===== config.mk =====
export PLATFORM = sky130hd
export DESIGN_NAME = bcd_seg_scanner
export DESIGN_NICKNAME = d
export VERILOG_FILES = /design/src/rtl/bcd_seg_scanner.sv
export SDC_FILE = /design/constraint.sdc
export NUM_CORES = 1
export LEC_CHECK = 0
export CORE_AREA = 5 5 102 104
export DETAILED_ROUTE_END_ITERATION = 10
export DIE_AREA = 0 0 107 109
export GPL_ROUTABILITY_DRIVEN = 0
export PLACE_DENSITY = 0.69
export RECOVER_POWER = 25
export SLEW_MARGIN = 20
export SYNTH_ARGS = -nofsm -noshare
export SYNTH_HDL_FRONTEND = slang
export SYNTH_SLANG_ARGS = --single-unit

===== constraint.sdc =====
create_clock -name clk -period 2.4 [get_ports clk]
set_input_delay 0.48 -clock clk [delete_from_list [all_inputs] [get_ports clk]]
set_output_delay 0.48 -clock clk [all_outputs]
set_load 0.005 [all_outputs]

===== src/rtl/bcd_seg_scanner.sv =====
// Binary-to-BCD converter (shift-and-add-3) feeding a multiplexed common-anode 7-segment scanner.
// Conversion takes BIN_W+1 cycles with busy high; load is dropped while busy, and the scanner never stalls.
module bcd_seg_scanner #(
   parameter int DIGITS   = 4,
   parameter int BIN_W    = 14,
   parameter int SCAN_DIV = 50000
) (
   input  logic              clk,
   input  logic              rst_n,
   input  logic [BIN_W-1:0]  bin_in,
   input  logic              load,
   input  logic              lzb,
   output logic              busy,
   output logic              done,
   output logic              overflow,
   output logic [DIGITS-1:0] an,
   output logic [7:0]        seg
);

   localparam int BW = DIGITS * 4;
   localparam int CW = $clog2(BIN_W + 1);
   localparam int PW = (SCAN_DIV > 1) ? $clog2(SCAN_DIV) : 1;
   localparam int IW = (DIGITS > 1) ? $clog2(DIGITS) : 1;

   function automatic logic [32:0] pow10(input int n);
      logic [32:0] r;
      r = 33'd1;
      for (int i = 0; i < n; i++) r = r * 33'd10;
      return r;
   endfunction

   localparam logic [32:0] LIMIT = pow10(DIGITS);

   function automatic logic [7:0] seg_decode(input logic [3:0] nib);
      logic [7:0] s;
      case (nib)
         4'd0:    s = 8'hC0;
         4'd1:    s = 8'hF9;
         4'd2:    s = 8'hA4;
         4'd3:    s = 8'hB0;
         4'd4:    s = 8'h99;
         4'd5:    s = 8'h92;
         4'd6:    s = 8'h82;
         4'd7:    s = 8'hF8;
         4'd8:    s = 8'h80;
         4'd9:    s = 8'h90;
         default: s = 8'hFF;
      endcase
      return s;
   endfunction

   typedef enum logic [1:0] {IDLE, SHIFT, COMMIT} state_t;

   state_t            state, state_nxt;
   logic [BIN_W-1:0]  bin_sr;
   logic [BW-1:0]     bcd, bcd_adj, disp;
   logic [CW-1:0]     cnt;
   logic              ovf_next;

   logic [PW-1:0]     presc;
   logic [IW-1:0]     idx;
   logic [3:0]        nib_sel;
   logic              blank;
   logic [7:0]        seg_nxt;
   logic [DIGITS-1:0] an_nxt;

   assign busy = (state != IDLE);

   always_ff @(posedge clk or negedge rst_n) begin
      if (!rst_n) state <= IDLE;
      else        state <= state_nxt;
   end

   always_comb begin
      state_nxt = state;
      case (state)
         IDLE:    if (load) state_nxt = SHIFT;
         SHIFT:   if (cnt == CW'(1)) state_nxt = COMMIT;
         COMMIT:  state_nxt = IDLE;
         default: state_nxt = IDLE;
      endcase
   end

   always_comb begin
      bcd_adj = bcd;
      for (int i = 0; i < DIGITS; i++) begin
         if (bcd[i*4 +: 4] >= 4'd5) bcd_adj[i*4 +: 4] = bcd[i*4 +: 4] + 4'd3;
      end
   end

   always_ff @(posedge clk or negedge rst_n) begin
      if (!rst_n) begin
         bin_sr   <= '0;
         bcd      <= '0;
         cnt      <= '0;
         ovf_next <= 1'b0;
         disp     <= '0;
         overflow <= 1'b0;
         done     <= 1'b0;
      end else begin
         done <= 1'b0;
         case (state)
            IDLE: begin
               if (load) begin
                  bin_sr   <= bin_in;
                  bcd      <= '0;
                  cnt      <= CW'(BIN_W);
                  ovf_next <= (33'(bin_in) >= LIMIT);
               end
            end
            SHIFT: begin
               // Carry out of the top nibble is dropped; ovf_next alone flags overflow.
               bcd    <= {bcd_adj[BW-2:0], bin_sr[BIN_W-1]};
               bin_sr <= bin_sr << 1;
               cnt    <= cnt - CW'(1);
            end
            COMMIT: begin
               disp     <= bcd;
               overflow <= ovf_next;
               done     <= 1'b1;
            end
            default: ;
         endcase
      end
   end

   // Walk digits from the top so blanking knows whether everything above is zero.
   always_comb begin
      logic run;
      run     = 1'b1;
      nib_sel = '0;
      blank   = 1'b0;
      for (int i = DIGITS - 1; i >= 0; i--) begin
         run = run & (disp[i*4 +: 4] == 4'd0);
         if (idx == IW'(i)) begin
            nib_sel = disp[i*4 +: 4];
            blank   = run && (i != 0);
         end
      end
      if (overflow)          seg_nxt = 8'hBF;
      else if (lzb && blank) seg_nxt = 8'hFF;
      else                   seg_nxt = seg_decode(nib_sel);
      an_nxt = ~(DIGITS'(1) << idx);
   end

   always_ff @(posedge clk or negedge rst_n) begin
      if (!rst_n) begin
         presc <= '0;
         idx   <= '0;
         an    <= ~DIGITS'(1);
         seg   <= 8'hC0;
      end else begin
         if (presc == PW'(SCAN_DIV - 1)) begin
            presc <= '0;
            idx   <= (idx == IW'(DIGITS - 1)) ? '0 : idx + IW'(1);
         end else begin
            presc <= presc + PW'(1);
         end
         an  <= an_nxt;
         seg <= seg_nxt;
      end
   end

endmodule


==> reports/summary.txt <==
Tcrit/Tclk final - 0.923
Critical R2R Capture - seg[5]
CTS tree - yes
Post-Place Setup Slack - 0.207 ns
Synth warn - 0
RSZ-0062 raised after global routing - false
Post-Layout Cell Count - 560
TNS Setup - 0 ns
Area growth syn-to-layout - 15.1%
CP Launch Type - flop
Fin. Hold Viols - 0
Critical path type - reg -> reg
Worst-Skew Late Latency - 0.35 ns
M2 GR Usage - 0.230
Static leakage - 2.18 nW
Final instance area - 4720 µm²
I/O pin count - 33
Root buffer cell - clkbuf_8
Prevailing post-synth register cell - dfrtp_1
CP Launch Point - idx[1]
Gr usage total - 0.144
Crit path capture - seg[5]
Slew Limit Fails - 0
Post-CTS Setup Inserts - 0
Mapped Area - 4100 µm²
Largest net degree at the start of global routing - 46
Post_cts resized - 0
Initial core utilization - 0.434
Port buffer count - 31
Core area - 9460 µm²
Routed WL - 7670 µm
DIE AREA - 11700 µm²
HPWL Detailed - 5430 µm
Met1 Use GR - 0.193
R2r worst-path depth - 9
Met3 usage - 0.0414
Worst Skew - 0.00917 ns
Fmax - 451 MHz
Post-synth ARST share - 1.00
Max transition margin - 0.251
Die width - 107 µm
CTS Buffer Depth - 2
Tightest Pin Transition - 1.12 ns
Final Critical Period - 2.22 ns
Final antenna diode count - 0
Worst Path Max Fanout - 11
Cts hold-fix bufs - 0
Post-route ant nets - 0
Vias in the first global route - 2902
Peak supply drop - 0.568 mV
H-tree lvl count - 3
Number of synthesized flops with an enable pin - 0
Fraction of layout cells with a size suffix above 1 - 0.117
Power, Total - 4.91 mW
Arr. time, crit path - 2.43 ns
Post-Place Cells - 544
Reg2reg start - idx[1]
Flop2flop setup slack - 0.18 ns
DR vias/cell - 5.24
Synth cell types - 53
First-pass GRT wire length - 13500 µm
Max-cap violations - 0
Post-synthesis sequential area ratio - 0.514
DRC - 0
Final setup fails - 0
DP Area - 4530 µm²
Remaining Overflow, GRT - 0
Hold crit path type - in -> async
First-pass DRT Iterations - 4
Average wire per standard cell - 13.7 µm
CP endpoint kind - flop
Number of buffers created by CTS - 9
Count of clock tree sinks - 84
PD cells - 1040 nW/µm²
Number of antenna violations at the first check in global routing - 0
Die H - 109 µm
Clock-pin slew on the worst setup and hold paths - 0.10 ns
Vias - 2932
#FFs+latches synth - 84
Fin nets - 475
Syn_area_per_cell - 10.0 µm²
Worst Path Required - 2.61 ns
Status - finished, final reports clean
Row count - 36
Synthesized instance count - 410
1st-iter DRT viols - 126
Final worst slack - 0.184 ns
Busiest grt layer - met2
Syn_nets - 444
==> flip-flops by register name, indices dropped and copies added, names as in the netlist <==
register  count
overflow      1
done          1
idx           2
state         2
presc        16
ovf_next      1
disp         16
cnt           4
an            4
bcd          16
seg           7
bin_sr       14
==> placed cells by master (no fill, tap or decap), types with 3 or more instances in the layout <==
| master | Yosys | layout |
|---|---|---|
| clkbuf_8 | 0 | 9 |
| a21oi_1 | 17 | 17 |
| dfstp_2 | 4 | 4 |
| nand2b_1 | 6 | 6 |
| a32o_1 | 4 | 4 |
| ha_1 | 16 | 16 |
| xnor2_1 | 14 | 14 |
| o32ai_1 | 3 | 3 |
| o31ai_1 | 6 | 6 |
| o21ai_0 | 28 | 28 |
| nor4_1 | 3 | 3 |
| and2_1 | 3 | 3 |
| nor2_1 | 35 | 35 |
| dfrtp_1 | 80 | 80 |
| nand3_1 | 22 | 22 |
| buf_4 | 2 | 7 |
| and3_1 | 3 | 3 |
| clkdlybuf4s50_1 | 0 | 30 |
| inv_1 | 18 | 18 |
| a31oi_1 | 12 | 12 |
| mux2_2 | 9 | 9 |
| xor2_1 | 9 | 9 |
| nand2_1 | 58 | 58 |
==> layer usage <==
metal	vias to the layer above	wire length (µm)
met5	-	0
met4	0	46
met3	4	298
met2	56	3660
met1	1392	3670
li1	1480	-
==> power by group <==
group	switching, mW	internal [mW]
combinational	0.955	0.775
sequential	0.305	1.83
clock	0.553	0.497
total	1.81	3.10
==> kinds of logic after synthesis <==
logic type,after synthesis,share of synthesized area
xor+xnor,23,0.0491
mux,10,0.0271
compound gates,88,0.148
flops,84,0.514
simple gates,148,0.170
buf+inv,40,0.0424
other cells,1,0.000914
fa+ha+maj,16,0.0488
==> final cells by class <==
class                      instances  area, µm²
fill                             888       4740
clock inverter                     7       82.6
multi-input combinational        286       1820
timing repair buffer              39        363
inverter                          21       81.3
clock buffer                       9        124
tap                              114        143
sequential                        84       2110
==> cells in the mapped netlist, drive strengths merged, types with 2 or more instances <==
cell type	count	area, µm²
and2	3	18.8
o21a	2	22.5
and3	3	18.8
o32ai	3	26.3
nor4	4	31.3
xnor2	14	123
xor2	9	78.8
a32oi	2	32.5
clkbuf	8	30.0
nor4b	2	17.5
o21ai	30	150
nand2b	6	37.5
ha	16	200
dfrtp	80	2000
nand3b	2	15.0
dfstp	4	105
o211ai	2	15.0
nor2	35	131
inv	21	81.3
a31oi	12	75.1
mux2	9	101
buf	11	62.6
a21oi	17	85.1
a32o	4	40.0
nand4bb	2	22.5
nand4	2	12.5
nand2	58	218
o31ai	6	45.0
a211oi	2	25.0
nor3	4	30.0
a22oi	3	50.1
nor2b	2	12.5
nand3	22	110
==> how the worst min path moves through the flow <==
| stage | startpoint | endpoint |
|---|---|---|
| 3_3_place_gp | bin_sr[13] | bin_sr[13] |
| 5_1_grt | rst_n | presc[15] |
| 6_report | rst_n | presc[14] |
| 3_5_place_dp | bin_sr[13] | bcd[0] |
| 2_1_floorplan | rst_n | an[0] |
| 4_1_cts | rst_n | presc[15] |
==> through the flow <==
| stage | utilization | hold WS (ns) |
|---|---|---|
| final | 0.499 | 0.271 |
| after detailed placement | 0.479 | 0.469 |
| after global placement | 0.479 | 0.458 |
| after CTS | 0.501 | 0.104 |
| after global routing | 0.499 | 0.346 |
| after floorplan | - | 0.184 |
==> worst max-delay path: stages (launching register included) <==
cell     delay, ns
dfrtp_1       0.41
inv_1         0.10
ha_1          0.40
inv_4         0.06
o21a_1        0.20
a22oi_4       0.23
inv_2         0.11
ha_1          0.22
nor3_2        0.23
o21ai_0       0.10
Power figures use the tool's default switching activity.
